File: src/rtl/riscv_axi_ar_arb.sv
// riscv_axi_ar_arb: round-robin AXI4 AR arbiter merging N_PORTS read masters, with ID-tagged R routing
module riscv_axi_ar_arb #(
    parameter int N_PORTS = 2,
    parameter int AW      = 32,
    parameter int DW      = 32,
    parameter int IDW     = 4,
    parameter int MAX_OUT = 4,
    localparam int PW     = N_PORTS > 1 ? $clog2(N_PORTS) : 1
) (
    input  logic                   ACLK,
    input  logic                   ARESETn,
    input  logic [N_PORTS-1:0]     s_arvalid,
    output logic [N_PORTS-1:0]     s_arready,
    input  logic [N_PORTS*AW-1:0]  s_araddr,
    input  logic [N_PORTS*IDW-1:0] s_arid,
    input  logic [N_PORTS*8-1:0]   s_arlen,
    output logic [N_PORTS-1:0]     s_rvalid,
    input  logic [N_PORTS-1:0]     s_rready,
    output logic [N_PORTS*DW-1:0]  s_rdata,
    output logic [N_PORTS*IDW-1:0] s_rid,
    output logic [N_PORTS*2-1:0]   s_rresp,
    output logic [N_PORTS-1:0]     s_rlast,
    output logic                   m_arvalid,
    input  logic                   m_arready,
    output logic [AW-1:0]          m_araddr,
    output logic [PW+IDW-1:0]      m_arid,
    output logic [7:0]             m_arlen,
    input  logic                   m_rvalid,
    output logic                   m_rready,
    input  logic [DW-1:0]          m_rdata,
    input  logic [PW+IDW-1:0]      m_rid,
    input  logic [1:0]             m_rresp,
    input  logic                   m_rlast,
    output logic [N_PORTS-1:0]     busy,
    output logic                   rid_err
);
    localparam int CW = $clog2(MAX_OUT + 1);
    localparam logic [CW-1:0] MAX_C = CW'(MAX_OUT);
    localparam logic [PW:0] NP = (PW+1)'(N_PORTS);

    logic [CW-1:0]          cnt [N_PORTS];
    logic [PW-1:0]          ptr, gnt, off;
    logic [PW:0]            sum;
    logic [N_PORTS-1:0]     elig, rot, rsel, inc, dec;
    logic [2*N_PORTS-1:0]   dbl;
    logic                   found, slot_free, routable;
    logic [AW-1:0]          g_addr;
    logic [IDW-1:0]         g_id;
    logic [7:0]             g_len;

    assign s_rdata = {N_PORTS{m_rdata}};
    assign s_rid   = {N_PORTS{m_rid[IDW-1:0]}};
    assign s_rresp = {N_PORTS{m_rresp}};
    assign s_rlast = {N_PORTS{m_rlast}};

    // rotate the eligible mask by the RR pointer; lowest set bit is the next grant
    always_comb begin
        slot_free = !m_arvalid || m_arready;
        for (int i = 0; i < N_PORTS; i++) begin
            elig[i] = s_arvalid[i] && (cnt[i] < MAX_C);
            busy[i] = cnt[i] != '0;
        end
        dbl = {elig, elig} >> ptr;
        rot = dbl[N_PORTS-1:0];
        found = |rot;
        off = '0;
        for (int i = N_PORTS - 1; i >= 0; i--)
            if (rot[i]) off = PW'(i);
        sum = {1'b0, ptr} + {1'b0, off};
        gnt = sum >= NP ? PW'(sum - NP) : sum[PW-1:0];
        s_arready = '0;
        g_addr = '0;
        g_id = '0;
        g_len = '0;
        for (int i = 0; i < N_PORTS; i++)
            if (gnt == PW'(i)) begin
                s_arready[i] = found && slot_free;
                g_addr = s_araddr[i*AW +: AW];
                g_id = s_arid[i*IDW +: IDW];
                g_len = s_arlen[i*8 +: 8];
            end
        inc = s_arvalid & s_arready;
    end

    // beats for ports with nothing outstanding are swallowed and flagged
    always_comb begin
        for (int i = 0; i < N_PORTS; i++)
            rsel[i] = (m_rid[PW+IDW-1:IDW] == PW'(i)) && (cnt[i] != '0);
        routable = |rsel;
        s_rvalid = m_rvalid ? rsel : '0;
        m_rready = routable ? |(s_rready & rsel) : 1'b1;
        dec = (m_rvalid && m_rready && m_rlast) ? rsel : '0;
    end

    always_ff @(posedge ACLK or negedge ARESETn) begin
        if (!ARESETn) begin
            m_arvalid <= 1'b0;
            m_araddr <= '0;
            m_arid <= '0;
            m_arlen <= '0;
            ptr <= '0;
            rid_err <= 1'b0;
            for (int i = 0; i < N_PORTS; i++) cnt[i] <= '0;
        end else begin
            rid_err <= m_rvalid && !routable;
            for (int i = 0; i < N_PORTS; i++) cnt[i] <= cnt[i] + CW'(inc[i]) - CW'(dec[i]);
            if (slot_free) begin
                m_arvalid <= found;
                if (found) begin
                    m_araddr <= g_addr;
                    m_arid <= {gnt, g_id};
                    m_arlen <= g_len;
                    ptr <= gnt == PW'(N_PORTS - 1) ? '0 : gnt + PW'(1);
                end
            end
        end
    end
endmodule

File: config.mk
export PLATFORM = sky130hd
export DESIGN_NAME = riscv_axi_ar_arb
export DESIGN_NICKNAME = d
export VERILOG_FILES = /design/src/rtl/riscv_axi_ar_arb.sv
export SDC_FILE = /design/constraint.sdc
export NUM_CORES = 1
export LEC_CHECK = 0
export CORE_AREA = 3 3 103 105
export CTS_BUF_LIST = sky130_fd_sc_hd__clkbuf_2
export DETAILED_ROUTE_END_ITERATION = 10
export DIE_AREA = 0 0 106 108
export DONT_BUFFER_PORTS = 1
export GPL_TIMING_DRIVEN = 0
export SKIP_LAST_GASP = 1
export SLEW_MARGIN = 20
export SYNTH_ARGS = -nofsm -noshare
export SYNTH_HDL_FRONTEND = slang
export SYNTH_SLANG_ARGS = --single-unit
File: constraint.sdc
create_clock -name ACLK -period 6.45 [get_ports ACLK]
set_clock_uncertainty 0.2 [all_clocks]
set_input_delay 0.645 -clock ACLK [delete_from_list [all_inputs] [get_ports ACLK]]
set_output_delay 0.645 -clock ACLK [all_outputs]
set_load 0.005 [all_outputs]
==> summary.md <==
| Metric | Value |
|---|---|
| Outcome | complete, no violations |
| Vias per inst | 5.473 |
| Number of synthesized flops with an enable pin | 0 |
| Post-cts resize count | 0 |
| RSZ-0062 raised after global routing | false |
| Global route overflow | 0 |
| Final setup vio count | 0 |
| Die Wd | 106 um |
| Rel. slew slack | 0.6563 |
| Post-synth ARST share | 1.000 |
| Worst Setup End Kind | flip-flop |
| Avg Cell Area, Syn | 11.25 um^2 |
| Worst-path clk slew | 0.29 ns |
| CP bufs+invs | 4 |
| Area Overhead vs Synth | 7.620% |
| Tmin final | 3.197 ns |
| Synthesized cell area | 3218 um^2 |
| Fin. max-slew vios | 0 |
| Synth Instances | 286 |
| Dpl cell area | 3385 um^2 |
| WL/cell | 22.15 um |
| Remaining DRCs | 0 |
| CTS Buffer Depth | 2 |
| P_leak | 1.615 nW |
| Initial Utilization | 0.3308 |
| Peak VDD IR | 0.1443 mV |
| Largest net degree at the start of global routing | 55 |
| Primary FF master, synth | dfrtp_1 |
| DP HPWL | 7387 um |
| Routed Wire Length | 9503 um |
| Critical path arrival | 3.39 ns |
| Worst Max-Slew Pin Slew | 0.5155 ns |
| Fmax | 312.8 MHz |
| Syn nets | 428 |
| Worst skew pair latency | 0.43 ns |
| CP cell instances | nor2b_1 -> clkbuf_1 -> clkbuf_1 -> and3_1 -> inv_1 -> ha_1 -> inv_1 -> ha_1 -> fa_1 -> xnor2_1 -> xnor2_1 |
| Fin area | 3463 um^2 |
| Initial antenna violation count | 1 |
| Total power | 1.314 mW |
| Die area | 11,450 um^2 |
| Share of cells above drive strength 1 | 0.3716 |
| Area of the core | 9729 um^2 |
| Slowest-stage cell, CP | dfrtp_1 |
| Final hold vios | 0 |
| # IOs | 268 |
| Top cell type's share of synthesized area | 0.4199 |
| Vias | 2,348 |
| Leading post-synthesis cells by cell area | dfrtp_1 42%, buf_4 18%, a221o_1 14% |
| TNS Setup | 0 ns |
| Pre-antenna DRT Iters | 4 |
| H-tree levels | 2 |
| Critical path peak fanout | 10 |
| Vias in the first global route | 2,405 |
| YS warnings | 0 |
| Crit path largest cell delay | 0.49 ns |
| Power per cell area | 379.4 nW/um^2 |
| Starting DRT DRC Count | 141 |
| Hold WC Path Type | primary input to flip-flop |
| CTS Buf Count | 5 |
| CP required | 6.64 ns |
| Max Cap Viol | 0 |
| Post-DRT Antenna Nets | 0 |
| Leading area contributor after synthesis | dfrtp_1 |
| Seq/Total Area, Yosys | 0.4199 |
| Final period util | 0.4957 |
| Gr usage total | 0.1554 |
| Buffers on Ports | 0 |
| Cell variety after synth | 30 |
| Crit path launch type | flip-flop |
| Kind of critical path | flip-flop to flip-flop |
| Synth Register Bits | 54 |
| Ant. Diodes | 0 |
| FP Rows | 36 |
| Fillers | 987 |
| Worst hold slack | 0.1023 ns |
| Fin nets | 437 |
| First-pass GRT wire length | 13,880 um |
| Clock sinks | 54 |
| Crit path max-delay family | buffers and inverters |
| Die Y | 108 um |
| GPL Wtd Cong | 0.7333 |
| Clock root cell | clkbuf_2 |
| CTS tree | built |
-- kinds of logic after synthesis --
logic type	count (synthesis)	share of synthesized area
xor+xnor	4	0.01089
buf+inv	110	0.2333
simple gates	64	0.1602
compound gates	47	0.1442
mux	1	0.003499
fa+ha+maj	6	0.02799
flops	54	0.4199
-- per-layer routing --
layer | part of all wire | GRT usage | vias up
li1 | - | - | 1011
met1 | 0.37 | 0.1799 | 1164
met2 | 0.51 | 0.2801 | 167
met3 | 0.11 | 0.05791 | 4
met4 | 0.0042 | 0.02498 | 2
met5 | 0.0017 | 0 | -
-- cell usage in the layout (no fill, tap or decap), types with 2 or more instances in the layout --
cell type  count
buf_4         78
dfrtp_1       54
a221o_1       44
and4_1        36
clkbuf_1      10
inv_1          8
buf_2          6
buf_6          5
and4_2         5
clkbuf_2       5
nor2_1         4
xnor2_1        4
ha_1           4
nand3_1        3
and4_4         3
nand3b_1       2
nand2_1        2
and3_1         2
buf_1          2
a21o_1         2
fa_1           2
-- sequential cells by signal, indices dropped and copies added (netlist names) --
name and count:
m_arid 5, cnt 6, ptr 1, m_arvalid 1, m_arlen 8, m_araddr 32
rid_err 1
-- synth_stat cells, types with 3 or more instances --
| cell | instances |
|---|---|
| a221o_1 | 44 |
| and4_4 | 3 |
| ha_1 | 4 |
| nand3_1 | 3 |
| clkbuf_1 | 10 |
| buf_2 | 6 |
| nor2_1 | 4 |
| and4_2 | 5 |
| dfrtp_1 | 54 |
| inv_1 | 8 |
| and4_1 | 36 |
| buf_4 | 78 |
| buf_6 | 5 |
| xnor2_1 | 4 |
-- power by group --
group | switching, mW | internal, mW
combinational | 0.259 | 0.272
sequential | 0.142 | 0.502
clock | 0.114 | 0.0248
total | 0.515 | 0.799
-- final timing paths --
kind	startpoint	endpoint	slack, ns	depth (start not counted)
worst max-delay path	cnt[2]	cnt[2]	3.25	11
worst min-delay path	m_rvalid	rid_err	0.10	2
worst max register to register	cnt[2]	cnt[2]	3.25	11
worst min register to register	cnt[3]	cnt[3]	0.34	1
max in group asynchronous	ARESETn	m_araddr[18]	5.29	2
min in group asynchronous	ARESETn	cnt[5]	0.50	2
-- stage by stage --
stage          worst slack (ns)    util  cells
6_report                  3.253  0.3560    429
5_1_grt                   2.966  0.3560    429
4_1_cts                   3.224  0.3560    429
3_5_place_dp              3.023  0.3479    419
3_3_place_gp              3.057  0.3479    419
2_1_floorplan             3.481       -    286
-- cell type report --
type | count | area, um^2 | share of cell area
plain buffers | 101 | 716.9 | 0.2070
clock buffers | 5 | 25.02 | 0.007225
clock inverters | 3 | 16.27 | 0.004697
inverters | 9 | 33.78 | 0.009754
multi-input cells | 122 | 1116 | 0.3223
flip-flops and latches | 54 | 1351 | 0.3902
well taps | 133 | 166.4 | 0.04805
repair buffers | 2 | 37.54 | 0.01084
-- repair_timing --
action / 4_1_cts / 5_1_grt
hold buffers: 2 / 0
buffers inserted: 0 / 0
hold endpoints to repair: 54 / 0
(Power assumes the default switching activity.)
